<file path="src/rtl/wave_capture_if.sv">
// wave_capture_if -- sample, config and FIFO read-side bus of wave_capture. rev 1.0
`default_nettype none

interface wave_capture_if #(
  parameter int DEPTH = 8,
  parameter int LVL_W = $clog2(DEPTH) + 1
);
  logic [7:0]       sample_in;
  logic             cfg_wr;
  logic [2:0]       cfg_addr;
  logic [7:0]       cfg_data;
  logic             pop;
  logic [7:0]       rd_data;
  logic             empty;
  logic             full;
  logic [LVL_W-1:0] level;
  logic [7:0]       status;
  logic             irq;

  modport master (
    output sample_in, cfg_wr, cfg_addr, cfg_data, pop,
    input  rd_data, empty, full, level, status, irq
  );

  modport slave (
    input  sample_in, cfg_wr, cfg_addr, cfg_data, pop,
    output rd_data, empty, full, level, status, irq
  );
endinterface

`default_nettype wire

</file>
<file path="src/rtl/wave_capture.sv">
// wave_capture -- triggered logic-bus sampler feeding a small FIFO; optional pattern
// trigger under WAVE_CAPTURE_PATTERN_EN. rev 1.0
`default_nettype none

module wave_capture #(
  parameter int DEPTH = 8,
  parameter int LVL_W = $clog2(DEPTH) + 1
) (
  input  logic           clk,
  input  logic           rst_n,
  wave_capture_if.slave  bus
);

  localparam int AW = $clog2(DEPTH);

  typedef enum logic [1:0] {
    IDLE    = 2'd0,
    ARMED   = 2'd1,
    CAPTURE = 2'd2,
    DONE    = 2'd3
  } state_t;

  state_t           state;
  logic [7:0]       div;
  logic [1:0]       trig_mode;
  logic [2:0]       trig_chan;
  logic [7:0]       count;
  logic [7:0]       div_cnt;
  logic [7:0]       prev;
  logic [8:0]       remaining;
  logic             irq;
`ifdef WAVE_CAPTURE_PATTERN_EN
  logic [7:0]       pat_mask;
  logic [7:0]       pat_value;
`endif

  logic [7:0]       mem [DEPTH];
  logic [AW:0]      wr_ptr;
  logic [AW:0]      rd_ptr;
  logic [LVL_W-1:0] level;
  logic             overflow;

  logic cfg_ok;
  logic ctrl_wr;
  logic abort;
  logic arm_go;
  logic tick;
  logic hit;
  logic push;
  logic push_ok;
  logic pop_ok;
  logic fifo_empty;
  logic fifo_full;

  assign cfg_ok     = (state == IDLE) || (state == DONE);
  assign ctrl_wr    = bus.cfg_wr && (bus.cfg_addr == 3'd3);
  assign abort      = ctrl_wr && bus.cfg_data[1];
  assign arm_go     = ctrl_wr && bus.cfg_data[0] && !abort && cfg_ok;
  assign tick       = ((state == ARMED) || (state == CAPTURE)) && (div_cnt == 8'd0);
  assign fifo_empty = (level == '0);
  assign fifo_full  = (level == LVL_W'(DEPTH));

  always_comb begin
    logic cur;
    logic old;
    cur = bus.sample_in[trig_chan];
    old = prev[trig_chan];
    hit = 1'b0;
    unique case (trig_mode)
      2'b00: hit = 1'b1;
      2'b01: hit = cur & ~old;
      2'b10: hit = ~cur & old;
`ifdef WAVE_CAPTURE_PATTERN_EN
      2'b11: hit = ((bus.sample_in & pat_mask) == (pat_value & pat_mask));
`else
      2'b11: hit = cur ^ old;
`endif
      default: hit = 1'b0;
    endcase
  end

  // An abort in the same cycle as a tick wins: nothing is stored.
  assign push    = tick && !abort && ((state == CAPTURE) || ((state == ARMED) && hit));
  assign pop_ok  = bus.pop && !fifo_empty;
  assign push_ok = push && (!fifo_full || pop_ok);

  always_ff @(posedge clk or negedge rst_n) begin
    if (!rst_n) begin
      state     <= IDLE;
      div       <= 8'd0;
      trig_mode <= 2'b00;
      trig_chan <= 3'd0;
      count     <= 8'd0;
      div_cnt   <= 8'd0;
      prev      <= 8'd0;
      remaining <= 9'd0;
      irq       <= 1'b0;
`ifdef WAVE_CAPTURE_PATTERN_EN
      pat_mask  <= 8'd0;
      pat_value <= 8'd0;
`endif
    end else begin
      irq <= 1'b0;

      if (bus.cfg_wr && cfg_ok) begin
        case (bus.cfg_addr)
          3'd0: div <= bus.cfg_data;
          3'd1: begin
            trig_mode <= bus.cfg_data[6:5];
            trig_chan <= bus.cfg_data[2:0];
          end
          3'd2: count <= bus.cfg_data;
`ifdef WAVE_CAPTURE_PATTERN_EN
          3'd4: pat_mask  <= bus.cfg_data;
          3'd5: pat_value <= bus.cfg_data;
`endif
          default: ;
        endcase
      end

      if (arm_go || tick) begin
        div_cnt <= div;
      end else if (div_cnt != 8'd0) begin
        div_cnt <= div_cnt - 8'd1;
      end

      if (abort) begin
        state <= IDLE;
      end else begin
        case (state)
          IDLE, DONE: begin
            if (arm_go) begin
              state     <= ARMED;
              prev      <= bus.sample_in;
              remaining <= (count == 8'd0) ? 9'd256 : {1'b0, count};
            end
          end
          ARMED: begin
            if (tick) begin
              prev <= bus.sample_in;
              if (hit) begin
                remaining <= remaining - 9'd1;
                if (remaining == 9'd1) begin
                  state <= DONE;
                  irq   <= 1'b1;
                end else begin
                  state <= CAPTURE;
                end
              end
            end
          end
          CAPTURE: begin
            // Dropped samples still consume a slot so the capture window stays time-accurate.
            if (tick) begin
              remaining <= remaining - 9'd1;
              if (remaining == 9'd1) begin
                state <= DONE;
                irq   <= 1'b1;
              end
            end
          end
          default: state <= IDLE;
        endcase
      end
    end
  end

  always_ff @(posedge clk or negedge rst_n) begin
    if (!rst_n) begin
      for (int i = 0; i < DEPTH; i++) begin
        mem[i] <= 8'd0;
      end
      wr_ptr   <= '0;
      rd_ptr   <= '0;
      level    <= '0;
      overflow <= 1'b0;
    end else if (arm_go) begin
      wr_ptr   <= '0;
      rd_ptr   <= '0;
      level    <= '0;
      overflow <= 1'b0;
    end else begin
      if (push_ok) begin
        mem[wr_ptr[AW-1:0]] <= bus.sample_in;
        wr_ptr              <= wr_ptr + 1'b1;
      end
      if (pop_ok) begin
        rd_ptr <= rd_ptr + 1'b1;
      end
      if (push && !push_ok) begin
        overflow <= 1'b1;
      end
      level <= level + LVL_W'(push_ok) - LVL_W'(pop_ok);
    end
  end

  assign bus.rd_data = mem[rd_ptr[AW-1:0]];
  assign bus.empty   = fifo_empty;
  assign bus.full    = fifo_full;
  assign bus.level   = level;
  assign bus.status  = {state, overflow, fifo_full, fifo_empty, 3'b000};
  assign bus.irq     = irq;

endmodule

`default_nettype wire
</file>
<file path="src/flat_wrapper.sv">
// flat-port wrapper written by rule: the top's interface ports become plain ports
module wave_capture_flat 
#(
  parameter int DEPTH = 8,
  parameter int LVL_W = $clog2(DEPTH) + 1
)
  (clk, rst_n, bus_sample_in, bus_cfg_wr, bus_cfg_addr, bus_cfg_data, bus_pop, bus_rd_data, bus_empty, bus_full, bus_level, bus_status, bus_irq);
  wave_capture_if #(.DEPTH(DEPTH), .LVL_W(LVL_W)) bus_i ();
  input  logic clk;
  input  logic rst_n;
  input wire logic [$bits(bus_i.sample_in)-1:0] bus_sample_in;
  input wire logic [$bits(bus_i.cfg_wr)-1:0] bus_cfg_wr;
  input wire logic [$bits(bus_i.cfg_addr)-1:0] bus_cfg_addr;
  input wire logic [$bits(bus_i.cfg_data)-1:0] bus_cfg_data;
  input wire logic [$bits(bus_i.pop)-1:0] bus_pop;
  output wire logic [$bits(bus_i.rd_data)-1:0] bus_rd_data;
  output wire logic [$bits(bus_i.empty)-1:0] bus_empty;
  output wire logic [$bits(bus_i.full)-1:0] bus_full;
  output wire logic [$bits(bus_i.level)-1:0] bus_level;
  output wire logic [$bits(bus_i.status)-1:0] bus_status;
  output wire logic [$bits(bus_i.irq)-1:0] bus_irq;
  assign bus_i.sample_in = bus_sample_in;
  assign bus_i.cfg_wr = bus_cfg_wr;
  assign bus_i.cfg_addr = bus_cfg_addr;
  assign bus_i.cfg_data = bus_cfg_data;
  assign bus_i.pop = bus_pop;
  assign bus_rd_data = bus_i.rd_data;
  assign bus_empty = bus_i.empty;
  assign bus_full = bus_i.full;
  assign bus_level = bus_i.level;
  assign bus_status = bus_i.status;
  assign bus_irq = bus_i.irq;
  wave_capture #(.DEPTH(DEPTH), .LVL_W(LVL_W)) u_core (.clk(clk), .rst_n(rst_n), .bus(bus_i));
endmodule
</file>
<file path="config.mk">
export PLATFORM = sky130hd
export DESIGN_NAME = wave_capture_flat
export DESIGN_NICKNAME = d
export VERILOG_FILES = /design/src/rtl/wave_capture_if.sv /design/src/rtl/wave_capture.sv /design/src/flat_wrapper.sv
export SDC_FILE = /design/constraint.sdc
export NUM_CORES = 1
export LEC_CHECK = 0
export ABC_AREA = 1
export CAP_MARGIN = 15
export CORE_AREA = 2 2 131 133
export CTS_CLUSTER_DIAMETER = 120
export CTS_CLUSTER_SIZE = 16
export DETAILED_ROUTE_END_ITERATION = 8
export DIE_AREA = 0 0 133 135
export GPL_ROUTABILITY_DRIVEN = 1
export PLACE_DENSITY = 0.63
export SYNTH_ARGS = -nofsm -noshare
export SYNTH_HDL_FRONTEND = slang
export SYNTH_SLANG_ARGS = --single-unit
</file>
<file path="constraint.sdc">
create_clock -name clk -period 4.07 [get_ports clk]
set_clock_uncertainty 0.1 [all_clocks]
set_input_delay 0.814 -clock clk [delete_from_list [all_inputs] [get_ports clk]]
set_output_delay 0.814 -clock clk [all_outputs]
set_load 0.005 [all_outputs]
</file>
==> Word level (Yosys, flattened, before mapping) <==
Cells that the tools add are included.
{ "word_totals": {"regBits": 126, "latch_bits": 0, "ramBits": 0, "romBits": 0, "in_bits": 23, "n_memories": 0} }
{ "classes": {"add_sub_neg": 6, "n_mul": 0, "div_mod_pow": 0, "magnitude_cmp": 4, "n_eq_ne": 20, "shift": 0, "muxes": 43, "bitwise_logic": 9, "reduce_logical": 43} }
{ "ops": {"columns": ["op", "n"], "rows": [
  ["bitwise mux 64 bit", 1],
  ["2-to-1 mux 8 bit", 7],
  ["2-to-1 mux 9 bit", 5],
  ["one-hot mux 9 bit (3 select lines)", 1],
  ["binary-select mux 8 bit (select 3 bit)", 1],
  ["demux 8 bit (select 3 bit)", 1],
  ["2-to-1 mux 4 bit", 5],
  ["logical NOT 8 bit", 2],
  ["one-hot mux 8 bit (2 select lines)", 1],
  ["logical AND 1 bit", 14],
  ["2-to-1 mux 2 bit", 6],
  ["!= test 3 x 1 -> 1 bit, second input constant", 4],
  ["2-to-1 mux 1 bit", 10],
  ["AND reduction 5 bit", 2],
  ["nonzero test 2 bit", 5],
  ["equality test 9 x 1 -> 1 bit, second input constant", 1],
  ["subtractor 9 x 1 -> 9 bit, second input constant", 1],
  ["adder 4 x 1 -> 4 bit, second input constant", 2],
  ["equality test 2 bit, second input constant", 4],
  ["greater-or-equal comparator 4 bit, second input constant", 2],
  ["!= test 2 x 1 -> 1 bit, second input constant", 4],
  ["NOT 3 -> 4 bit", 2],
  ["AND reduction 2 bit", 4],
  ["nonzero test 8 bit", 1],
  ["24 further kinds", 39]
]} }

==> Longest topological paths before layout <==
{ "depth": {"depth_word": 13, "depth_mapped": 22, "depth_no_buf": 21} }

==> Worst setup path before layout <==
OpenSTA, ideal clock, no wires.
{ "synth_path": {"kind": "input-to-reg", "from": "input bus_sample_in[6]", "to": "register u_core.level[2], in the netlist u_core.bus.level[2]", "setup_ns": 0.115, "t_arrival_ns": 3.235, "t_required_ns": 3.855, "slack_ns": 0.620, "path_stages": 20, "path_buffers": 0, "cell_sequence": "inv_1 > a21oi_1 > o21ai_0 > nand2_1 > inv_1 > o21ai_0 > inv_1 > ha_1 > nand2_1 > nand3_1 > nand2_1 > nand2_1 > nand2_8 > nand3_1 > inv_2 > ha_1 > fa_1 > xor2_1 > nand2_1 > inv_1"} }
{ "synth_between": {"elab_chain_cells": 12, "word_cells_on_any_way": 14} }
{ "synth_lines": {"columns": ["element", "line", "rtl"], "rows": [
  ["start, declared", "flat_wrapper.sv:11", "input wire logic [$bits(bus_i.sample_in)-1:0] bus_sample_in;"],
  ["binary-select mux 1 bit (select 3 bit) *", "wave_capture.sv:66", "cur = bus.sample_in[trig_chan];"],
  ["2-to-1 mux 1 bit (not written as such) *", "wave_capture.sv:66", null],
  ["NOT 1 bit", "wave_capture.sv:72", "2'b10: hit = ~cur & old;"],
  ["bitwise AND 1 bit", "wave_capture.sv:72", null],
  ["one-hot mux 1 bit (4 select lines) *", "wave_capture.sv:69", "unique case (trig_mode)"],
  ["logical AND 1 bit *", "wave_capture.sv:83", "assign push = tick && !abort && ((state == CAPTURE) || ((state == ARMED) && hit));"],
  ["logical OR 1 bit *", "wave_capture.sv:83", null],
  ["logical AND 1 bit *", "wave_capture.sv:83", null],
  ["logical AND 1 bit *", "wave_capture.sv:85", "assign push_ok = push && (!fifo_full || pop_ok);"],
  ["adder 4 x 1 -> 4 bit *", "wave_capture.sv:193", "level <= level + LVL_W'(push_ok) - LVL_W'(pop_ok);"],
  ["subtractor 4 x 1 -> 4 bit *", "wave_capture.sv:193", null],
  ["2-to-1 mux 4 bit *", "wave_capture.sv:177", "end else if (arm_go) begin"],
  ["end signal, assigned", "wave_capture.sv:193", null],
  ["end, declared", "wave_capture.sv:40", "logic [LVL_W-1:0] level;"]
]} }
Mark *: on every way between the ends. The rest lies on a longest branch, timed or not. The select of a mux whose other input is x is not followed.
A chain may end at the register's enable or synchronous reset.

==> Final worst setup path <==
Same ends and word-level chain as after synthesis.

==> flow_metrics.tcl <==
set metrics [dict create \
    crit_path_max_fanout 4 \
    whs_ps 373.6 \
    setup_violations 0 \
    clockBufferDepth 2 \
    switching_share 0.4054 \
    clock_sinks 124 \
    hold_buffers 0 \
    syn_inst 779 \
    setup_tns_ps 0 \
    synth.top_cell.area_share 0.4765 \
    max_freq_mhz 282.2 \
    period_share 0.8706 \
    syn_area_mm2 0.006512 \
    max_stage_delay_ps 450 \
    cts_resized 0 \
    crit_required_ps 4280 \
    ys_top_cells_by_area "dfrtp_1 48%, nand2_1 11%, o21ai_0 5.8%" \
    antenna_cells 0 \
    path_cells "clkdlybuf4s50_1 > inv_1 > a21oi_1 > o21ai_0 > nand2_1 > inv_1 > o21ai_0 > inv_1 > ha_1 > nand2_1 > nand3_1 > nand2_1 > nand2_1 > nand2_8 > nand3_1 > inv_2 > ha_1 > fa_1 > xor2_1 > nand2_1 > inv_1" \
    p_int_mw 3.319 \
    tightest_slew_ps 1023 \
    cp_common_cell "nand2_1" \
    dp_hpwl_mm 9.962 \
    crit_path_end_kind "register" \
    criticalPathCategory "input port to register" \
    p_switching_mw 2.264 \
    grt_pass1_vias 4949 \
    clock_insertion_delay_worst_skew_ps 420 \
    worstPathArrival_ps 3750 \
    cts_tree "built" \
    gp_congestion 0.8062 \
    cts_setup_buffers 0 \
    fin_crit_ps 3544 \
    power_leakage_nw 3.620 \
    synth-seq-cells 124 \
    numPortBuffers 42 \
    seq_area_frac_synth 0.4765 \
    slew_viol_final 0 \
    io_pins 46 \
    drc 0 \
    synth_largest_area_cell "dfrtp_1" \
    hold_violations 0 \
    via_count 5188 \
    total_power_mw 5.583 \
    status "completed" \
    grtUsageTotal 0.1720 \
    powerDensity_mw_per_mm2 735.9 \
    rsz0062_at_grt "false" \
    syn_avg_cell_area_um2 8.360 \
    relSlewSlack 0.3180 \
    final_nets 860 \
    combPwrFrac 0.415 \
    peakVddDrop_mv 0.3625 \
    antenna_found_initial 0 \
    yosysWarnings 0 \
    core_mm2 0.01641 \
    via_per_inst 4.927 \
    firstDrtPassIters 5 \
    cap_violations 0 \
    fp.dieH_um 135 \
    drt_iter0_drc 318 \
    htree_levels 4 \
    ant_nets 0 \
    dieWidth_um 133 \
    cp-start-kind "input port" \
    cts_root_buf "clkbuf_16" \
    grt_pass1_wl_mm 24.51 \
    hp-class "register to register" \
    core.rowCount 47 \
    dieArea_mm2 0.01796 \
    start_util 0.3969 \
    cts_made_buffers 17 \
    grt_overflow 0 \
    slowest_stage "clkdlybuf4s50_1" \
    syn2layout_area_growth_pct 16.48 \
    clk_pin_slew_ps 60 \
    seqPwrFrac 0.348 \
    power_frac_clock 0.237 \
    grt_start_max_net_pins 63 \
    routed_wl_mm 14.47 \
    drive_above_1_share 0.1104 \
    wire_per_inst_um 13.74 \
    synthDistinctLibCells 41 \
]
[placed cells by master, fill, tap and decap left out, types with 4 or more instances in the layout]
cell type	netlist	layout
a21oi_1	14	14
xor2_1	9	9
inv_2	8	8
o21ai_0	76	76
nor2_1	84	84
clkdlybuf4s50_1	0	41
nand2_2	8	8
nand4_4	8	8
nand4_1	4	4
nor3_1	5	5
o21ai_1	48	48
clkbuf_16	0	17
nand2_1	193	193
clkinv_2	0	8
dfrtp_1	124	124
buf_4	7	13
o21ai_2	16	16
o32ai_1	16	16
nand3_1	24	24
inv_1	68	68
ha_1	16	16
[sequential cells by signal (all words and copies together) (netlist names)]
| signal | count |
|---|---|
| u_core.mem | 64 |
| u_core.rd_ptr | 3 |
| u_core.prev | 8 |
| u_core.wr_ptr | 3 |
| u_core.div_cnt | 8 |
| u_core.remaining | 9 |
| u_core.state | 2 |
| u_core.trig_mode | 2 |
| u_core.div | 8 |
| u_core.overflow | 1 |
| u_core.bus.level | 4 |
| u_core.bus.irq | 1 |
| u_core.trig_chan | 3 |
| u_core.count | 8 |
[per-stage QoR]
stage	setup slack (ps)	utilization	cell area (um2)	instances
after floorplan	620.2	-	6520	781
after global placement	94.24	0.4313	7076	1021
after detailed placement	53.26	0.4313	7076	1021
after CTS	501.8	0.4624	7586	1053
after global routing	201.9	0.4624	7586	1053
final	526.5	0.4624	7586	1053
[final cells by class]
| cell class | count | area (um2) |
|---|---|---|
| Sequential cell | 124 | 3103 |
| Clock inverter | 12 | 73.82 |
| Fill cell | 1608 | 8821 |
| Clock buffer | 20 | 436.7 |
| Multi-Input combinational cell | 546 | 2900 |
| Tap cell | 220 | 275.3 |
| Inverter | 77 | 289.0 |
| Timing Repair Buffer | 54 | 508.0 |
[worst paths after layout]
check | start | end | slack, ps | cells after the start
max | bus_sample_in[6] | u_core.bus.level[2]$_DFF_PN0_ | 530 | 21
max reg2reg | u_core.trig_chan[0]$_DFFE_PN0P_ | u_core.bus.level[2]$_DFF_PN0_ | 680 | 20
max in group asynchronous | rst_n | u_core.prev[3]$_DFFE_PN0P_ | 2670 | 2
min | u_core.mem[40]$_DFFE_PN0P_ | u_core.mem[40]$_DFFE_PN0P_ | 370 | 2
min reg2reg | u_core.mem[40]$_DFFE_PN0P_ | u_core.mem[40]$_DFFE_PN0P_ | 370 | 2
min in group asynchronous | rst_n | u_core.bus.level[2]$_DFF_PN0_ | 390 | 1
[critical path: cells and delay by family]
kind                     cells  cell delay, ps
adder cells (fa/ha/maj)      3             880
buffers and inverters        6             750
AND/OR/NAND/NOR              8             670
AO/OA/AOI/OAI                3             480
XOR/XNOR                     1             150
[cells by family after synthesis]
| kind of cell | Yosys count | synth area share |
|---|---|---|
| fa+ha+maj | 17 | 0.03381 |
| other cells | 1 | 0.0005758 |
| buf+inv | 111 | 0.07935 |
| flops | 124 | 0.4765 |
| compound gates | 179 | 0.1587 |
| simple gates | 337 | 0.2377 |
| xor+xnor | 10 | 0.01345 |
[power groups by stage]
stage / registers (mW) / logic [mW] / clock network [mW]
6_report: 1.94 / 2.32 / 1.32
5_1_grt: 2.00 / 2.67 / 1.40
2_1_floorplan: 1.81 / 1.76 / 0
3_3_place_gp: 1.95 / 2.29 / 0
4_1_cts: 1.94 / 2.34 / 1.35
3_5_place_dp: 1.95 / 2.33 / 0
[Yosys cell counts]
| master | n |
|---|---|
| a211oi_1 | 2 |
| a21oi_1 | 14 |
| a31oi_1 | 1 |
| buf_1 | 4 |
| buf_12 | 1 |
| buf_2 | 4 |
| buf_4 | 7 |
| buf_6 | 7 |
| clkbuf_1 | 11 |
| clkinv_1 | 1 |
| conb_1 | 1 |
| dfrtp_1 | 124 |
| fa_1 | 1 |
| ha_1 | 16 |
| inv_1 | 68 |
| inv_2 | 8 |
| nand2_1 | 193 |
| nand2_2 | 8 |
| nand2_4 | 1 |
| nand2_8 | 1 |
| nand3_1 | 24 |
| nand3_2 | 1 |
| nand3b_1 | 1 |
| nand4_1 | 4 |
| nand4_2 | 1 |
| nand4_4 | 8 |
| nor2_1 | 84 |
| nor2_2 | 1 |
| nor2_4 | 3 |
| nor3_1 | 5 |
| nor3_2 | 1 |
| o211ai_1 | 2 |
| o21ai_0 | 76 |
| o21ai_1 | 48 |
| o21ai_2 | 16 |
| o21bai_1 | 1 |
| o22ai_1 | 3 |
| o32ai_1 | 16 |
| or2_2 | 1 |
| xnor2_1 | 1 |
| xor2_1 | 9 |
[layer usage]
| layer | track usage | share of wire |
|---|---|---|
| met5 | 0 | 0 |
| met4 | 0.06930 | 0.017 |
| met3 | 0.03829 | 0.036 |
| met2 | 0.2746 | 0.45 |
| met1 | 0.2283 | 0.50 |
Note: power is estimated with default switching activity, not from simulation.
